`src/rtl/ahb_master_arbiter.sv`:
```
// ahb_master_arbiter: shares one AHB-lite slave-side bus between three masters.
// Round-robin arbitration with a registered one-hot grant, HLOCK and
// fixed-length burst protection, and a data-phase-delayed HWDATA owner.
// Optional build macro: ARB_FIXED_PRIORITY_EN (master 1 > master 2 > master 3).
module ahb_master_arbiter #(
  parameter int ADDR_W = 32,
  parameter int DATA_W = 32
) (
  input  logic              clk,
  input  logic              reset,
  input  logic              HBUSREQ_1,
  input  logic              HBUSREQ_2,
  input  logic              HBUSREQ_3,
  input  logic              HLOCK_1,
  input  logic              HLOCK_2,
  input  logic              HLOCK_3,
  input  logic [ADDR_W-1:0] HADDR_1,
  input  logic [ADDR_W-1:0] HADDR_2,
  input  logic [ADDR_W-1:0] HADDR_3,
  input  logic [1:0]        HTRANS_1,
  input  logic [1:0]        HTRANS_2,
  input  logic [1:0]        HTRANS_3,
  input  logic              HWRITE_1,
  input  logic              HWRITE_2,
  input  logic              HWRITE_3,
  input  logic [2:0]        HSIZE_1,
  input  logic [2:0]        HSIZE_2,
  input  logic [2:0]        HSIZE_3,
  input  logic [2:0]        HBURST_1,
  input  logic [2:0]        HBURST_2,
  input  logic [2:0]        HBURST_3,
  input  logic [DATA_W-1:0] HWDATA_1,
  input  logic [DATA_W-1:0] HWDATA_2,
  input  logic [DATA_W-1:0] HWDATA_3,
  input  logic              HREADY,
  output logic [2:0]        HGRANT,
  output logic [1:0]        HMASTER,
  output logic              HMASTLOCK,
  output logic [ADDR_W-1:0] HADDR,
  output logic [1:0]        HTRANS,
  output logic              HWRITE,
  output logic [2:0]        HSIZE,
  output logic [2:0]        HBURST,
  output logic [DATA_W-1:0] HWDATA
);

  localparam logic [1:0] TR_IDLE   = 2'b00;
  localparam logic [1:0] TR_BUSY   = 2'b01;
  localparam logic [1:0] TR_NONSEQ = 2'b10;
  localparam logic [1:0] TR_SEQ    = 2'b11;

  logic [2:0] req;
  logic [2:0] lck;
  logic [1:0] hmaster_d;    // data-phase owner, selects HWDATA
  logic [3:0] cnt;          // remaining beats of the current fixed-length burst
  logic [3:0] next_cnt;
  logic [1:0] rr_ptr;
  logic [1:0] winner;
  logic       any_req;
  logic       win_lock;
  logic       owner_lock;
  logic       owner_req;
  logic       arb_point;

  assign req = {HBUSREQ_3, HBUSREQ_2, HBUSREQ_1};
  assign lck = {HLOCK_3, HLOCK_2, HLOCK_1};

  // Address/control mux by address-phase owner, write data mux by data-phase owner.
  always_comb begin
    // NOTE: every output of a combinational block gets a default first so no
    // path leaves it unassigned and no latch is inferred.
    HADDR      = HADDR_1;
    HTRANS     = HTRANS_1;
    HWRITE     = HWRITE_1;
    HSIZE      = HSIZE_1;
    HBURST     = HBURST_1;
    owner_lock = HLOCK_1;
    owner_req  = HBUSREQ_1;
    HWDATA     = HWDATA_1;
    case (HMASTER)
      2'd1: begin
        HADDR = HADDR_2; HTRANS = HTRANS_2; HWRITE = HWRITE_2;
        HSIZE = HSIZE_2; HBURST = HBURST_2;
        owner_lock = HLOCK_2; owner_req = HBUSREQ_2;
      end
      2'd2: begin
        HADDR = HADDR_3; HTRANS = HTRANS_3; HWRITE = HWRITE_3;
        HSIZE = HSIZE_3; HBURST = HBURST_3;
        owner_lock = HLOCK_3; owner_req = HBUSREQ_3;
      end
      default: ;
    endcase
    case (hmaster_d)
      2'd1:    HWDATA = HWDATA_2;
      2'd2:    HWDATA = HWDATA_3;
      default: ;
    endcase
  end

  // Beat counter update for the transfer accepted on this edge.
  always_comb begin
    next_cnt = cnt;
    if (HREADY) begin
      case (HTRANS)
        TR_NONSEQ: begin
          case (HBURST)
            3'b010, 3'b011: next_cnt = 4'd3;
            3'b100, 3'b101: next_cnt = 4'd7;
            3'b110, 3'b111: next_cnt = 4'd15;
            default:        next_cnt = 4'd0;
          endcase
        end
        TR_SEQ:  next_cnt = (cnt == 4'd0) ? 4'd0 : cnt - 4'd1;
        TR_BUSY: next_cnt = cnt;
        TR_IDLE: next_cnt = 4'd0;
        default: next_cnt = cnt;
      endcase
    end
  end

  assign arb_point = HREADY && (next_cnt == 4'd0) && !(owner_lock && owner_req);
  assign any_req   = |req;

  // Winner selection among current requesters.
  always_comb begin
    winner   = 2'd0;
    win_lock = 1'b0;
`ifdef ARB_FIXED_PRIORITY_EN
    if (req[0])      winner = 2'd0;
    else if (req[1]) winner = 2'd1;
    else if (req[2]) winner = 2'd2;
`else
    for (int k = 3; k >= 1; k--) begin
      // Walk from farthest to nearest so the nearest requester after rr_ptr wins.
      int idx;
      idx = (int'(rr_ptr) + k) % 3;
      if (req[idx]) winner = 2'(idx);
    end
`endif
    case (winner)
      2'd1:    win_lock = lck[1];
      2'd2:    win_lock = lck[2];
      default: win_lock = lck[0];
    endcase
  end

  // Grant, owner, lock, data-phase owner, beat count and round-robin state.
  always_ff @(posedge clk) begin
    // NOTE: sequential state uses non-blocking assignments so every register
    // samples the pre-edge values, independent of statement order.
    if (reset) begin
      HGRANT    <= 3'b001;
      HMASTER   <= 2'd0;
      HMASTLOCK <= 1'b0;
      hmaster_d <= 2'd0;
      cnt       <= 4'd0;
      rr_ptr    <= 2'd0;
    end else if (HREADY) begin
      cnt       <= next_cnt;
      hmaster_d <= HMASTER;
      if (arb_point) begin
        if (any_req) begin
          HGRANT    <= 3'b001 << winner;
          HMASTER   <= winner;
          HMASTLOCK <= win_lock;
`ifdef ARB_FIXED_PRIORITY_EN
          rr_ptr    <= 2'd0;
`else
          rr_ptr    <= winner;
`endif
        end else begin
          HGRANT    <= 3'b001;
          HMASTER   <= 2'd0;
          HMASTLOCK <= 1'b0;
        end
      end
    end
  end

endmodule

```
`config.mk`:
```
export PLATFORM = sky130hd
export DESIGN_NAME = ahb_master_arbiter
export DESIGN_NICKNAME = d
export VERILOG_FILES = /design/src/rtl/ahb_master_arbiter.sv
export SDC_FILE = /design/constraint.sdc
export NUM_CORES = 1
export LEC_CHECK = 0
export ABC_AREA = 1
export CAP_MARGIN = 20
export CORE_AREA = 2 2 118 120
export DETAILED_ROUTE_END_ITERATION = 8
export DIE_AREA = 0 0 120 122
export PLACE_DENSITY = 0.72
export SLEW_MARGIN = 20
export SYNTH_ARGS = -nofsm -noshare
export SYNTH_HDL_FRONTEND = slang
export SYNTH_SLANG_ARGS = --single-unit
export TNS_END_PERCENT = 100
```
`constraint.sdc`:
```
create_clock -name clk -period 3.15 [get_ports clk]
set_input_delay 0.4725 -clock clk [delete_from_list [all_inputs] [get_ports clk]]
set_output_delay 0.4725 -clock clk [all_outputs]
set_load 0.01 [all_outputs]
```
# Yosys cells after proc, flatten, opt, wreduce, memory -nomap -nowiden
# Cells that the tools add are included.
# totals
output_inout_bits	79
inputBits	228
regBits	14
elab_cells	73
# op_classes
n_shift	1
reduce_logical	13
n_lt_le_gt_ge	3
addsub	4
n_mux	28
eq_ne	15
div	3
# op_table
cell	n
32-bit case mux with 2 select lines	2
32-bit by 4-bit less-than comparator with 1-bit output (second input constant)	3
32-bit by 3-bit modulo with 32-bit output (second input constant)	3
4-bit case mux with 4 select lines	1
3-bit equality test (second input constant)	4
3-bit case mux with 2 select lines	2
4-bit case mux with 3 select lines	1
2-bit equality test (second input constant)	5
2-bit by 1-bit equality test with 1-bit output (second input constant)	4
4-bit logical NOT	2
2-bit two-way mux	4
4-bit two-way mux	2
1-bit case mux with 2 select lines	4
1-bit two-way mux	7
2-bit by 2-bit adder with 3-bit output (second input constant)	2
1-bit binary-select mux with 2-bit select	3
3-bit by 2-bit equality test with 1-bit output (second input constant)	2
2-bit OR reduction	3
2-bit case mux with 2 select lines	1
4-bit by 1-bit subtractor with 4-bit output (second input constant)	1
2-bit by 1-bit adder with 3-bit output (second input constant)	1
1-bit logical AND	3
3-bit two-way mux	1
3-bit AND reduction	1
5 further kinds	5

# Depth between registers and ports, before layout
# Gate-level depths: netlist (run 1).
# depth
depth_word	11
mapped_depth	15
depth_no_buf	14

# Worst setup path before layout (run 1)
# Ideal clock, no wire load.
# synth_path
path_type	flip-flop to output port
from	register HMASTER[0]
to	output HADDR[0]
setup_slack_ns	0.868
stages_incl_launch_ff	9
arrival_time_ns	1.809
cell_sequence	dfxtp_1 > inv_1 > ha_1 > inv_2 > buf_6 > clkbuf_1 > clkbuf_1 > nor2_1 > a21oi_1
# synth_via
elab_chain_len	2
elab_cells_between_ends	3
# synth_rtl
element	line	rtl
start, declared	37	output logic [1:0] HMASTER,
start signal, assigned	164	HMASTER <= winner;
2-bit equality test / 2-bit by 1-bit equality test with 1-bit output (equally long branches)	80	case (HMASTER)
32-bit case mux with 2 select lines *	80	
end, declared	39	output logic [ADDR_W-1:0] HADDR,
# Mark *: on every way between the ends. The rest lies on a longest branch, timed or not.

# Worst setup path in the final report (run 1)
# layout_path
from	register HMASTER[0]
to	output HADDR[27]
# The elaborated chain is that of the path after synthesis.

==> results_dict.tcl, run 1 <==
set metrics [dict create \
    clockBufferDepth 2 \
    cts.sinks 14 \
    ctsHoldBuffers 0 \
    core_area_um2 13500 \
    grt_pass1_vias 4196 \
    arrival_ps 2390 \
    drv_cap 0 \
    vias 4349 \
    setup_viol_count_final 0 \
    syn_inst 485 \
    vias_per_cell 4.563 \
    yosysSeqAreaShare_pct 11.31 \
    ys_warn_count 0 \
    die_h_um 122 \
    grt_overflow 0 \
    grt_pass1_wl_um 22220 \
    drive_gt1_share_pct 4.016 \
    multi_input_area_um2 1977 \
    dp_hpwl_um 12910 \
    hold_ws_ps 463.8 \
    post-route-util_pct 43.11 \
    dieArea_um2 14640 \
    cts_root_buf "clkbuf_16" \
    rsz0062_at_grt "false" \
    fin_crit_sh_pct 91.01 \
    clock.fmax_mhz 348.8 \
    final_cell_mix "clkdlybuf4s50_1, a21oi_1, nand2_1, nor2_1, inv_1" \
    clk_pin_slew_ps 50 \
    p_total_uw 2210 \
    finalNonFillerCells 953 \
    cts_htree_levels 1 \
    cts_resized 0 \
    layout_commonest_cell "clkdlybuf4s50_1" \
    die_w_um 120 \
    hp-class "flip-flop to flip-flop" \
    synth_cell_types 28 \
    worstSkewPairLatency_ps 240 \
    drcViolationCount 0 \
    routed_wl_um 15440 \
    status "completed" \
    critical_path.cell_chain "inv_1 -> ha_2 -> buf_4 -> a21oi_1 -> a21oi_1 -> clkdlybuf4s50_1" \
    critPathMaxFanout 36 \
    skew_ps 1.206 \
    cts_setup_buffers 0 \
    crit_type "flip-flop to output pin" \
    tns_ps 0 \
    fin_crit_ps 2867 \
    antenna_found_initial 3 \
    tightestPinTransition_ps 706.7 \
    synth_area_um2 2477 \
    place_inst 948 \
    syn_to_final_growth_pct 135.0 \
    row_count 43 \
    ios 307 \
    grt_usage_pct 19.48 \
    drtPass1Iterations 4 \
    slew_headroom_pct 52.89 \
    numCtsBuffers 3 \
    crit_slowest_cell "ha_2" \
    power.density_nw_per_um2 379.6 \
    ir_drop_uv 213.4 \
    syn-num-nets 724 \
    postRouteAntennaNets 0 \
    start_kind "flip-flop" \
    power.leakage_uw 0.002241 \
    report.final.hold_viol_count 0 \
    path_common_cell "a21oi_1" \
    n_fill_cell 1427 \
    synth-seq-cells 14 \
    regArea_um2 280.3 \
    port_buffers 306 \
    grt_max_degree 44 \
    num-nets-final 1012 \
    critPathMaxStageDelay_ps 650 \
    syn_avg_cell_area_um2 5.108 \
    end_kind "output pin" \
    slew_violations 0 \
    gp_congestion 0.8130 \
    start_util_pct 18.35 \
    cts_tree "yes" \
    routedWlPerCell_um 16.20 \
    required_ps 2680 \
    drtIter0Drc 178 \
]
[metrics by stage]
stage	setup slack, ps	area [um2]
after floorplan	868.5	2477
after global placement	549.7	5731
after detailed placement	475.7	5731
after CTS	269.5	5819
after global routing	133.0	5822
final	283.2	5822
[path summary, 6_finish.rpt]
kind | startpoint | to | slack, ps | cells after the start
min reg2reg | HGRANT[2] | HGRANT[2] | 460 | 2
min | HGRANT[2] | HGRANT[2] | 460 | 2
max reg2reg | HMASTER[0] | HGRANT[0] | 570 | 13
max | HMASTER[0] | HADDR[27] | 280 | 6
[cells by family (layout without fill, tap and decap cells)]
logic type | Yosys count | after routing | share of synthesized area [%]
flops | 14 | 14 | 11.31
fa+ha+maj | 11 | 11 | 5.555
simple gates | 236 | 236 | 39.39
buf+inv | 58 | 345 | 9.091
compound gates | 166 | 166 | 34.65
other cells | 0 | 1 | 0
[final cells by class]
type | count | share of cell area [%]
tap | 180 | 3.868
timing repair buffer | 317 | 54.24
inverter | 24 | 1.547
multi-input combinational | 413 | 33.96
antenna | 1 | 0.04298
sequential | 14 | 4.814
clock buffer | 4 | 1.526
[per-layer routing]
layer  GRT usage (%)  wire [um]  up-vias
met2           39.38       8319      208
met4           6.397        429        4
met3           5.993       1540       22
li1                -          -     2192
met5               0         30        -
met1           18.39       5115     1923
[critical path: cells and delay by family (launching register included)]
kind            cells  cell delay, ps
buf+inv             3             930
fa+ha+maj           1             650
flops               1             330
compound gates      2             230
[flip-flops by register name, indices dropped and copies added (netlist names)]
signal and count:
HGRANT 3, HMASTER 2, HMASTLOCK 1, cnt 4
hmaster_d 2, rr_ptr 2
[cells in the mapped netlist, drive strengths merged]
library cell | number | area, um2
a21oi | 153 | 765.7
a311oi | 1 | 8.760
a31oi | 1 | 6.260
a32oi | 1 | 8.760
buf | 3 | 18.77
clkbuf | 31 | 116.4
dfxtp | 14 | 280.3
ha | 11 | 137.6
inv | 24 | 90.09
nand2 | 121 | 466.7
nand3 | 11 | 65.06
nand3b | 1 | 7.510
nand4 | 10 | 62.56
nor2 | 86 | 332.8
nor3 | 2 | 10.01
o2111a | 1 | 11.26
o211ai | 3 | 27.52
o21ai | 6 | 30.03
or2 | 5 | 31.28
[power breakdown]
| group | switching, uW | internal [uW] | leakage, uW |
|---|---|---|---|
| sequential | 17.1 | 202 | 0.000114 |
| clock | 77.1 | 193 | 0.0000442 |
| combinational | 821 | 901 | 0.00208 |
(Power assumes the default switching activity.)
==> run 2: changes to the inputs <==
- CAP_MARGIN: 20 -> unset
- CTS_CLUSTER_DIAMETER: unset -> 40
==> results of run 2 <==
Final layout, timing and power as in run 1 (identical DEF).
